===== src/rtl/bcd_seq_converter.sv =====
// rtl/bcd_seq_converter.sv - sequential shift-and-add-3 binary-to-BCD converter with start/done handshake
// Optional BCD_SATURATE_EN: an overflowing result loads all-nines instead of the modulo value.
module bcd_seq_converter #(
    parameter int BIN_W  = 14,
    parameter int DIGITS = 4
) (
    input  logic                  clk,
    input  logic                  reset,
    input  logic                  start,
    input  logic [BIN_W-1:0]      bin,
    output logic                  busy,
    output logic                  done,
    output logic [4*DIGITS-1:0]   bcd,
    output logic                  overflow
);

    localparam int CW = $clog2(BIN_W + 1);
    localparam logic [1:0] IDLE  = 2'd0;
    localparam logic [1:0] SHIFT = 2'd1;
    localparam logic [1:0] DONE  = 2'd2;

    logic [1:0]            state;
    logic [BIN_W-1:0]      shreg;
    logic [4*DIGITS-1:0]   scratch;
    logic [CW-1:0]         cnt;
    logic                  ovf_sticky;

    logic [4*DIGITS-1:0]   adj;
    logic [4*DIGITS-1:0]   scratch_sh;
    logic [BIN_W-1:0]      shreg_sh;
    logic                  ovf_next;
    logic [4*DIGITS-1:0]   result;

    always_comb begin
        adj = scratch;
        for (int i = 0; i < DIGITS; i++) begin
            if (scratch[4*i +: 4] >= 4'd5)
                adj[4*i +: 4] = scratch[4*i +: 4] + 4'd3;
        end
        scratch_sh = {adj[4*DIGITS-2:0], shreg[BIN_W-1]};
        shreg_sh   = {shreg[BIN_W-2:0], 1'b0};
        // The bit leaving the top digit is worth 10^DIGITS; the scratch keeps the value modulo that.
        ovf_next   = ovf_sticky | adj[4*DIGITS-1];
`ifdef BCD_SATURATE_EN
        result     = ovf_next ? {DIGITS{4'h9}} : scratch_sh;
`else
        result     = scratch_sh;
`endif
    end

    // The final shift result is loaded straight into the outputs so that done, bcd and
    // overflow are all visible, registered, during the DONE cycle.
    always_ff @(posedge clk) begin
        if (reset) begin
            state      <= IDLE;
            shreg      <= '0;
            scratch    <= '0;
            cnt        <= '0;
            ovf_sticky <= 1'b0;
            busy       <= 1'b0;
            done       <= 1'b0;
            bcd        <= '0;
            overflow   <= 1'b0;
        end else begin
            case (state)
                IDLE: begin
                    done <= 1'b0;
                    if (start) begin
                        shreg      <= bin;
                        scratch    <= '0;
                        ovf_sticky <= 1'b0;
                        cnt        <= CW'(BIN_W);
                        busy       <= 1'b1;
                        state      <= SHIFT;
                    end
                end
                SHIFT: begin
                    shreg      <= shreg_sh;
                    scratch    <= scratch_sh;
                    ovf_sticky <= ovf_next;
                    cnt        <= cnt - 1'b1;
                    if (cnt == CW'(1)) begin
                        bcd      <= result;
                        overflow <= ovf_next;
                        done     <= 1'b1;
                        state    <= DONE;
                    end
                end
                DONE: begin
                    done  <= 1'b0;
                    busy  <= 1'b0;
                    state <= IDLE;
                end
                default: begin
                    done  <= 1'b0;
                    busy  <= 1'b0;
                    state <= IDLE;
                end
            endcase
        end
    end

endmodule

===== config.mk =====
export PLATFORM = sky130hd
export DESIGN_NAME = bcd_seq_converter
export DESIGN_NICKNAME = d
export VERILOG_FILES = /design/src/rtl/bcd_seq_converter.sv
export SDC_FILE = /design/constraint.sdc
export NUM_CORES = 1
export LEC_CHECK = 0
export BUFFER_PORTS_ARGS = -buffer_cell sky130_fd_sc_hd__buf_2
export CORE_UTILIZATION = 51
export DETAILED_ROUTE_END_ITERATION = 7
export GPL_TIMING_DRIVEN = 1
export PLACE_DENSITY = 0.75
export SLEW_MARGIN = 10
export SYNTH_ARGS = -nofsm -noshare
export SYNTH_HDL_FRONTEND = slang
export SYNTH_SLANG_ARGS = --single-unit

===== constraint.sdc =====
create_clock -name clk -period 1.51 [get_ports clk]
set_input_delay 0.151 -clock clk [delete_from_list [all_inputs] [get_ports clk]]
set_output_delay 0.151 -clock clk [all_outputs]
set_load 0.02 [all_outputs]

Yosys cells after proc, flatten, opt, wreduce, memory -nomap -nowiden

Cells that the tools add are included.
W data, S select, Z words.

Register bits: 56
Input bits: 17
Output and inout bits: 19
Logic and storage cells: 48

$add $sub $neg: 5
Magnitude comparators: 4
Eq/ne operators: 4
Multiplexer cells: 17
Bitwise operators: 2
Reductions and logical operators: 7

Operators by type and width:

| kind                  | number |
|---|---|
| $pmux W16 S2          | 1 |
| $pmux W14 S2          | 1 |
| $mux W4               | 5 |
| $add A4 B2 Y4 const B | 4 |
| $ge A4 B3 Y1 const B  | 4 |
| $mux W16              | 1 |
| $mux W14              | 1 |
| $pmux W4 S2           | 1 |
| $reduce_and A2 Y1     | 4 |
| $eq A4 B1 Y1 const B  | 1 |
| $mux W2               | 2 |
| $ne A2 B2 Y1 const B  | 2 |
| $pmux W1 S2           | 2 |
| $pmux W2 S2           | 1 |
| $sub A4 B1 Y4 const B | 1 |
| $eq A2 B1 Y1 const B  | 1 |
| $logic_not A2 Y1      | 1 |
| $mux W1               | 2 |
| $reduce_bool A2 Y1    | 1 |
| $reduce_or A2 Y1      | 1 |
| $not A1 Y1            | 1 |
| $or A1 B1 Y1          | 1 |

Logic depth before layout (Yosys ltp)

Gate-level depths: netlist (run 1).

Depth after elaboration: 4
Depth in mapped cells: 8
Depth with buffers taken out: 6

Worst setup path after synthesis (run 1)

No wires, ideal clock.

Path type: register to register
Start: register cnt[1]
End: register bcd[1]
Library setup time: 116 ps
Arrival time: 1,370 ps
Required time: 1,394 ps
Slack: 24 ps
Stages on the path, launching flop included: 8
Buffers on the path: 2
Clock period less this slack: 1,486 ps
Cell sequence: dfxtp_1 -> inv_1 -> ha_1 -> nor3b_2 -> and2_1 -> buf_4 -> buf_4 -> a31o_2

Longest elaborated chain between the ends: 2

Ends and longest elaborated chain:

| element                            | RTL line | source |
|---|---|---|
| start: declaration                 | 25       | `logic [CW-1:0] cnt;` |
| start signal: assignment           | 72       | `cnt <= CW'(BIN_W);` |
| start signal: assignment           | 81       | `cnt <= cnt - 1'b1;` |
| $eq A4 B1 Y1                       | 82       | `if (cnt == CW'(1)) begin` |
| $reduce_and A2 Y1 (no source line) | n/a      |  |
| end signal: assignment             | 83       | `bcd <= result;` |
| end: declaration                   | 13       | `output logic [4*DIGITS-1:0] bcd,` |

No other way between the ends.
A chain may end at the register's enable or synchronous reset.

Worst setup path in the final report (run 1)

Start: register cnt[1]
End: register bcd[9]

Same word-level chain as after synthesis.

==> results of run 1 <==
[worst max-delay path: cells and delay by family (launching register included)]
family,cells,cell delay [ns]
flip-flops,1,0.33
buffers and inverters,2,0.24
AND/OR/NAND/NOR,3,0.48
AO/OA/AOI/OAI,1,0.21
adder cells (fa/ha/maj),1,0.12
[final timing paths]
kind | startpoint | endpoint | depth (start not counted)
worst max-delay path | cnt[1] | bcd[9] | 7
worst min-delay path | bin[13] | shreg[13] | 3
worst max register to register | cnt[1] | bcd[9] | 7
worst min register to register | done | done | 2
[metal layers]
layer	track usage [%]	up-vias	share of wire [%]
met4	6.62	0	1.5
li1	-	1133	-
met1	31.6	1075	47
met3	4.07	11	4.7
met5	0	-	0
met2	37.3	52	47
[timing repair]
item / CTS / global route
pin swaps: 1 / 5
endpoints found under the setup margin: 12 / 22
gates resized for setup: 9 / 20
gates cloned: 1 / 2
setup buffers: 1 / 4
[metrics by stage]
step                      total power [mW]  cell area (um2)  instances  utilization, %
final                                 2.77             3240        403            66.8
after global routing                  2.90             3240        403            66.8
after CTS                             2.76             3100        398            64.0
after detailed placement              1.93             2960        388            61.0
after global placement                1.92             2960        388            61.0
after floorplan                       1.82             2640        285               -
[final cells by class]
class / count / area [um2] / area share [%]
well taps: 67 / 83.8 / 2.59
clock buffers: 8 / 90.1 / 2.78
flip-flops and latches: 56 / 1130 / 34.9
repair buffers: 60 / 423 / 13.1
multi-input cells: 193 / 1440 / 44.5
inverters: 19 / 71.3 / 2.20
[state kept, by name, indices dropped and copies added, names as in the netlist]
name and cells:
ovf_sticky 1, cnt 4, state 2, overflow 1, busy 1, shreg 14, done 1, bcd 16
scratch 16
[power groups by stage]
| stage | clock (mW) | sequential (mW) | combinational (mW) |
|---|---|---|---|
| 2_1_floorplan | 0 | 1.61 | 0.216 |
| 3_3_place_gp | 0 | 1.60 | 0.319 |
| 3_5_place_dp | 0 | 1.61 | 0.325 |
| 4_1_cts | 0.853 | 1.57 | 0.338 |
| 5_1_grt | 0.915 | 1.59 | 0.395 |
| 6_report | 0.830 | 1.58 | 0.359 |
[cell usage in the layout, fill, tap and decap left out, types with 7 or more instances in the layout]
cell / count
a31o_2: 8
a22o_1: 10
nor3b_1: 14
buf_4: 21
ha_1: 9
inv_1: 15
dfxtp_2: 7
o221a_2: 9
buf_2: 35
a21oi_1: 25
dfxtp_1: 49
nand2_1: 8
nor2_1: 33
o21ai_0: 13
[cells by family (layout without fill, tap and decap cells)]
group                      count (synthesis)  count (layout)
AOI/OAI and AO/OA                         99              99
and+or+nand+nor                           75              75
DFF                                       56              56
buffers and inverters                     36              87
adders and majority gates                 10              10
muxes                                      5               5
xor gates and xnor gates                   4               4
==> flow_summary.json, run 1 <==
{
  "status": "complete, no violations",
  "finalCritPeriodShare_pct": 97.4,
  "die_y_um": 74.0,
  "synth_top_area_share_pct": 42.5,
  "num_vias": 2271,
  "track_usage_pct": 23.0,
  "io_buffers": 35,
  "die_w_um": 74.0,
  "drt_iter0_drc": 153,
  "tightest_slew_ns": 0.563,
  "synthesis.area_um2": 2640,
  "hold_buffers": 0,
  "drc": 0,
  "fin_tns_setup_ns": 0,
  "hold_class": "input port to flop",
  "drt-vias-per-instance": 5.64,
  "synth_adder_area_share_pct": 4.74,
  "regToRegSetupSlack_ns": 0.04,
  "synth_edf_count": 0,
  "rows": 25,
  "worstSetupStartpointType": "flop",
  "synth_top_family_by_area": "compound AO/OA/AOI/OAI gates",
  "layout.nets": 362,
  "syn_to_final_growth_pct": 22.7,
  "synth_cells": 285,
  "synth.most_common_cell": "dfxtp_1",
  "ctsLongestPathBuffers": 2,
  "antenna_found_initial": 0,
  "ys_types": 39,
  "power.internal_mw": 2.07,
  "cp.required_ns": 1.71,
  "p_comb_share_pct": 13.0,
  "cp_max_fo": 8,
  "synthXorXnorAreaFrac_pct": 1.33,
  "seqPwrFrac_pct": 57.0,
  "ys_ff_latch": 56,
  "htreeDepth": 2,
  "grt_overflow": 0,
  "synth_seq_area_share_pct": 42.5,
  "powerDensity_nw_per_um2": 854,
  "path_cells": "inv_2 > ha_4 > nor3b_4 > and2_4 > clkbuf_16 > nor3b_1 > a31o_2",
  "skew_ns": 0.00615,
  "end_kind": "flop",
  "ioPinCount": 36,
  "synth_nets": 312,
  "num_antenna_cells": 0,
  "grt_max_degree": 24,
  "min_period_ns": 1.47,
  "synth-compound-area-share_pct": 28.5,
  "crit_arrival_ns": 1.67,
  "die_area_um2": 5470,
  "vdd_drop_max_v": 0.000446,
  "clk_pin_slew_ns": 0.09,
  "wl_per_cell_um": 15.3,
  "ant_nets": 0,
  "initial_core_util_pct": 54.5,
  "grt_pass1_vias": 1995,
  "setup_viol": 0,
  "switching_share_pct": 25.1,
  "synth_mux_area_share_pct": 1.90,
  "cts_buffers": 5,
  "switchingPower_uw": 694,
  "routabilityCongestion": 0.739,
  "maxClockFrequency_mhz": 680,
  "slowest_stage": "dfxtp_2",
  "final_hold_viol_count": 0,
  "layout_setup_ws_ns": 0.0394,
  "synthArstFlopShare_pct": 0,
  "postSynthAreaPerCell_um2": 9.26,
  "firstDrtPassIters": 4,
  "clkPwrFrac_pct": 30.0,
  "synth_area_leader_cell": "dfxtp_1",
  "clock-sinks": 56,
  "relSlewSlack_pct": 62.5,
  "tritoncts": "yes",
  "drv_slew": 0,
  "fin_hold_ws_ns": 0.161,
  "yosysWarningCount": 0,
  "clockRootBuffer": "clkbuf_8",
  "drv_cap": 0,
  "slowest_delay_ns": 0.33,
  "worstSetupPathType": "flop to flop",
  "insertion_delay_ns": 0.30,
  "synth_ff_type": "dfxtp_1",
  "dp_hpwl_um": 3890,
  "grt_pass1_wl_um": 9590,
  "drive_gt1_share_pct": 35.1,
  "dpl_worst_slack_ns": -0.0536,
  "p_leak_nw": 1.31,
  "netlist_top_cells_area": "dfxtp_1 (42%), a21oi_1 (5.5%), nor2_1 (4.8%), ha_1 (4.7%), nor3b_1 (4.3%)",
  "synth-simple-area-share_pct": 15.1,
  "core_um2": 4850,
  "synth_commonest_cells": "dfxtp_1 (56), nor2_1 (34), a21oi_1 (29)",
  "wl_um": 6170,
  "fillers": 398
}
Note: power is estimated with default switching activity, not from simulation.
==> inputs of run 2 (changes only) <==
Settings changed: REMOVE_ABC_BUFFERS from default to 1.
==> run 2 against run 1 <==
Compared with the run above:
- the flow now finishes with violations (setup timing)
- setup slack worse by 0.18 ns
- critical endpoint is now bcd[14]
- non-clock buffer count unchanged
- critical path depth down 1
- largest power group unchanged
- highest routed layer unchanged
- total power up 0.55%
- final area down 0.27%
- register-to-register slack worse by 0.18 ns
- via count down 0.62%
- wire length up 0.84%
- combinational power down 1%
- die area unchanged
==> flow_summary.json, run 2 (synthesis results as in run 1) <==
{
  "die_y_um": 74.0,
  "drc": 0,
  "wl_um": 6220,
  "dp_hpwl_um": 3940,
  "place_inst": 390,
  "min_period_ns": 1.65,
  "final_hold_viol_count": 0,
  "setup_viol": 3,
  "p_leak_nw": 1.32,
  "switching_share_pct": 25.5,
  "antenna_found_initial": 0,
  "regToRegSetupSlack_ns": -0.14,
  "worstSetupStartpointType": "flop",
  "layout.nets": 362,
  "final_cell_mix": "dfxtp_1 (48), buf_2 (35), nor2_1 (33), a21oi_1 (25), buf_4 (20)",
  "dpl_worst_slack_ns": -0.00234,
  "track_usage_pct": 22.0,
  "drt_iter0_drc": 218,
  "firstDrtPassIters": 4,
  "cts_buffers": 5,
  "relSlewSlack_pct": 63.5,
  "hold_buffers": 0,
  "initial_core_util_pct": 54.5,
  "cp_max_fo": 3,
  "htreeDepth": 2,
  "finalCritPeriodShare_pct": 109,
  "cp.required_ns": 1.77,
  "die_area_um2": 5470,
  "num_antenna_cells": 0,
  "p_comb_share_pct": 12.8,
  "final_common_cell": "dfxtp_1",
  "maxClockFrequency_mhz": 606,
  "grt_overflow": 0,
  "power.internal_mw": 2.07,
  "drive_gt1_share_pct": 36.0,
  "hold_class": "input port to flop",
  "seqPwrFrac_pct": 56.6,
  "skew_ns": 0.00595,
  "powerDensity_nw_per_um2": 861,
  "drv_slew": 0,
  "drt-vias-per-instance": 5.60,
  "clockRootBuffer": "clkbuf_8",
  "grt_pass1_wl_um": 9270,
  "die_w_um": 74.0,
  "stdcell_count": 403,
  "layout_setup_ws_ns": -0.140,
  "insertion_delay_ns": 0.31,
  "num_vias": 2257,
  "ioPinCount": 36,
  "routabilityCongestion": 0.837,
  "tightest_slew_ns": 0.547,
  "wl_per_cell_um": 15.4,
  "switchingPower_uw": 710,
  "fillers": 396,
  "vdd_drop_max_v": 0.000545,
  "clkPwrFrac_pct": 30.6,
  "clock-sinks": 56,
  "drv_cap": 0,
  "tritoncts": "yes",
  "clk_pin_slew_ns": 0.10,
  "end_kind": "flop",
  "violations": "setup timing",
  "rows": 25,
  "largest_registers": "bcd: 16 flops, scratch: 16 flops, shreg: 14 flops",
  "grt_pass1_vias": 2047,
  "rsz0062_at_grt": "true",
  "worstSetupPathType": "flop to flop",
  "ctsLongestPathBuffers": 2,
  "status": "complete, but fails checks",
  "grt_max_degree": 35,
  "syn_to_final_growth_pct": 22.4,
  "crit_arrival_ns": 1.91,
  "ant_nets": 0,
  "core_um2": 4850,
  "io_buffers": 35
}
run 2: cell type report:
type / count / area [um2] / area share, %
clock buffers: 8 / 90.1 / 2.79
inverters: 19 / 71.3 / 2.21
multi-input cells: 193 / 1420 / 44.1
flip-flops and latches: 56 / 1130 / 35.0
well taps: 67 / 83.8 / 2.59
repair buffers: 60 / 432 / 13.4
run 2: worst max-delay path, cell delays in order (launching register included):
cell and delay [ns]:
dfxtp_2 0.35, inv_1 0.08, ha_1 0.21, nand2b_1 0.19
a21oi_2 0.22, mux2i_1 0.34, a31o_2 0.21
run 2: final timing paths:
kind	start	depth (start not counted)	end
hold / removal	bin[13]	3	shreg[13]
setup / recovery	scratch[13]	6	bcd[14]
setup reg to reg	scratch[13]	6	bcd[14]
hold reg to reg	scratch[13]	1	scratch[13]
run 2: repair_timing:
action,in CTS,in global routing
cloned,0,4
setup endpoints to repair,7,30
buffers inserted,0,1
resized for setup,4,23
pin swaps,0,6
run 2: layer usage:
metal | up-vias | global-route usage [%] | routed length, um
met5 | - | 0 | 0
met4 | 0 | 8.55 | 136
met1 | 1068 | 29.2 | 2990
met2 | 42 | 35.4 | 2880
li1 | 1134 | - | -
met3 | 13 | 4.34 | 218
run 2: through the flow:
| step | hold WS (ns) | total power, mW | util, % | TNS, ns | area, um2 |
|---|---|---|---|---|---|
| floorplan | 0.216 | 1.80 | - | -12.13 | 2550 |
| global placement | 0.456 | 1.93 | 61.3 | 0 | 2970 |
| detailed placement | 0.468 | 1.94 | 61.3 | -0.00234 | 2970 |
| CTS | 0.196 | 2.76 | 63.5 | 0 | 3080 |
| global route | 0.191 | 2.89 | 66.7 | -0.564 | 3230 |
| finish | 0.197 | 2.78 | 66.7 | -0.275 | 3230 |
run 2: power groups by stage:
stage / clock [mW] / combinational, mW / sequential (mW)
4_1_cts: 0.859 / 0.332 / 1.57
3_3_place_gp: 0 / 0.323 / 1.60
2_1_floorplan: 0 / 0.180 / 1.61
6_report: 0.852 / 0.355 / 1.57
5_1_grt: 0.912 / 0.393 / 1.58
3_5_place_dp: 0 / 0.331 / 1.61
==> inputs of run 3 (changes only) <==
Settings changed: BUFFER_PORTS_ARGS -buffer_cell sky130_fd_sc_hd__buf_2 to default, CORE_UTILIZATION 51 to 56, DONT_BUFFER_PORTS from default to 1, HOLD_SLACK_MARGIN from default to 0.02, PLACE_DENSITY 0.75 to 0.74, SETUP_SLACK_MARGIN from default to 0.15.
==> run 3 against run 2 <==
Compared with the run above:
- the run ends with DRC, hold timing left
- combinational power is 18% lower
- non-clock buffer count down 38
- sequential cell count did not move
- via count shrank 3.7%
- worst hold slack lost 0.30 ns
- critical path type unchanged
- highest routed layer unchanged
==> flow_summary.json, run 3 (synthesis results as in run 1) <==
{
  "drive_gt1_share_pct": 38.3,
  "tightest_slew_ns": 0.557,
  "clockRootBuffer": "clkbuf_8",
  "holdCritStartpoint": "reset",
  "p_leak_nw": 1.15,
  "antenna_found_initial": 0,
  "core_um2": 4440,
  "drv_slew": 0,
  "power.internal_mw": 2.05,
  "track_usage_pct": 25.0,
  "final_hold_viol_count": 14,
  "io_buffers": 0,
  "seqPwrFrac_pct": 58.2,
  "final_cell_mix": "dfxtp_1 (43), nor2_1 (32), a21oi_1 (22), buf_4 (18), dfxtp_2 (12)",
  "worstSetupPathType": "flop to flop",
  "num_vias": 2173,
  "largest_registers": "bcd: 16 flops, scratch: 16 flops, shreg: 14 flops",
  "htreeDepth": 2,
  "relSlewSlack_pct": 62.8,
  "syn_to_final_growth_pct": 21.8,
  "rsz0062_at_grt": "true",
  "r2r_end": "bcd[2]",
  "min_period_ns": 1.46,
  "grt_overflow": 0,
  "hold_class": "input port to flop",
  "die_area_um2": 4990,
  "path_cells": "inv_2 > ha_4 > nor3b_4 > and2_4 > clkbuf_16 > nor3b_1 > a31o_2",
  "crit_path_start": "cnt[1]",
  "slowest_stage": "dfxtp_2",
  "cp_max_fo": 8,
  "grt_pass1_vias": 2053,
  "stdcell_count": 350,
  "regToRegSetupSlack_ns": 0.05,
  "reg2reg_depth": 7,
  "slowest_delay_ns": 0.33,
  "ant_nets": 0,
  "insertion_delay_ns": 0.31,
  "ctsLongestPathBuffers": 2,
  "clock-sinks": 56,
  "fin_tns_setup_ns": 0,
  "worstSetupStartpointType": "flop",
  "setup_viol": 0,
  "clkPwrFrac_pct": 31.1,
  "status": "complete, but fails checks",
  "cts_buffers": 5,
  "drt-vias-per-instance": 6.21,
  "tritoncts": "yes",
  "drt_iter0_drc": 174,
  "switchingPower_uw": 683,
  "firstDrtPassIters": 7,
  "dp_hpwl_um": 3510,
  "die_w_um": 70.7,
  "drc": 8,
  "layout.nets": 324,
  "p_comb_share_pct": 10.7,
  "ioPinCount": 36,
  "crit_arrival_ns": 1.67,
  "grt_pass1_wl_um": 9760,
  "place_inst": 335,
  "wl_um": 6230,
  "maxClockFrequency_mhz": 684,
  "initial_core_util_pct": 59.4,
  "num_antenna_cells": 0,
  "min_to": "bcd[15]",
  "routabilityCongestion": 0.762,
  "final_common_cell": "dfxtp_1",
  "clk_pin_slew_ns": 0.10,
  "rows": 24,
  "wl_per_cell_um": 17.8,
  "final_util_pct": 72.3,
  "powerDensity_nw_per_um2": 850,
  "fillers": 328,
  "end_kind": "flop",
  "holdPathStages": 1,
  "finalCritPeriodShare_pct": 96.8,
  "switching_share_pct": 25.0,
  "skew_ns": 0.00633,
  "rr_startpoint": "cnt[1]",
  "die_y_um": 70.7,
  "vdd_drop_max_v": 0.000620,
  "fin_hold_ws_ns": -0.106,
  "grt_max_degree": 33,
  "drv_cap": 0,
  "cp.required_ns": 1.72,
  "violations": "DRC, hold timing"
}
run 3: cell count changes in the layout (fill, tap and decap cells not counted), moves of 3 or more:
cell / before / now
a21oi_1: 25 / 22
a21oi_4: 0 / 4
buf_2: 35 / 0
dfxtp_1: 48 / 43
dfxtp_2: 8 / 12
ha_1: 9 / 1
ha_4: 0 / 9
inv_1: 16 / 9
inv_2: 2 / 5
inv_4: 0 / 4
nand2b_1: 6 / 3
nand2b_4: 1 / 4
run 3: metrics by stage:
step / hold slack (ns) / area (um2) / total power [mW] / worst slack, ns
final: -0.106 / 3210 / 2.73 / 0.0490
after floorplan: 0.216 / 2550 / 1.80 / -0.656
after CTS: -0.109 / 2990 / 2.71 / 0.0511
after global placement: 0.220 / 2740 / 1.87 / 0.0246
after detailed placement: 0.221 / 2740 / 1.88 / -0.00525
after global routing: -0.127 / 3210 / 2.87 / 0.000354
run 3: worst max-delay path: cells and delay by family, from the launching register on:
family | cells | cell delay, ns
compound gates | 1 | 0.20
fa+ha+maj | 1 | 0.13
buf+inv | 2 | 0.24
flops | 1 | 0.33
simple gates | 3 | 0.46
run 3: cell type report:
cell class | count | area, um2 | share of cell area [%]
Multi-Input combinational cell | 193 | 1620 | 50.4
Tap cell | 52 | 65.1 | 2.02
Inverter | 19 | 81.3 | 2.53
Sequential cell | 56 | 1140 | 35.5
Timing Repair Buffer | 22 | 219 | 6.81
Clock buffer | 8 | 90.1 | 2.80
run 3: worst max path at each step:
stage	endpoint	cells past startpoint
final	bcd[2]	7
after floorplan	bcd[10]	4
after global placement	bcd[6]	6
after global routing	bcd[0]	7
after CTS	overflow	7
after detailed placement	bcd[2]	6
run 3: power groups by stage:
stage	clock network (mW)	registers, mW	logic, mW
floorplan	0	1.61	0.180
global placement	0	1.62	0.251
detailed placement	0	1.62	0.258
CTS	0.853	1.58	0.274
global route	0.945	1.60	0.324
finish	0.851	1.59	0.292
run 3: timing repair:
action,CTS,global route
setup buffers,4,1
endpoints found under the hold margin,19,18
gates resized for setup,28,53
pin swaps,7,13
cloned,1,1
setup endpoints to repair,30,43
run 3: per-layer routing:
metal  part of all wire, %  wire length [um]  GRT usage (%)  up-vias
li1                      -                 -              -     1057
met1                    47              2900           34.3     1056
met2                    48              2960           39.8       52
met3                   4.5               280           4.99        8
met4                   1.3                84           8.00        0
met5                     0                 0              0        -
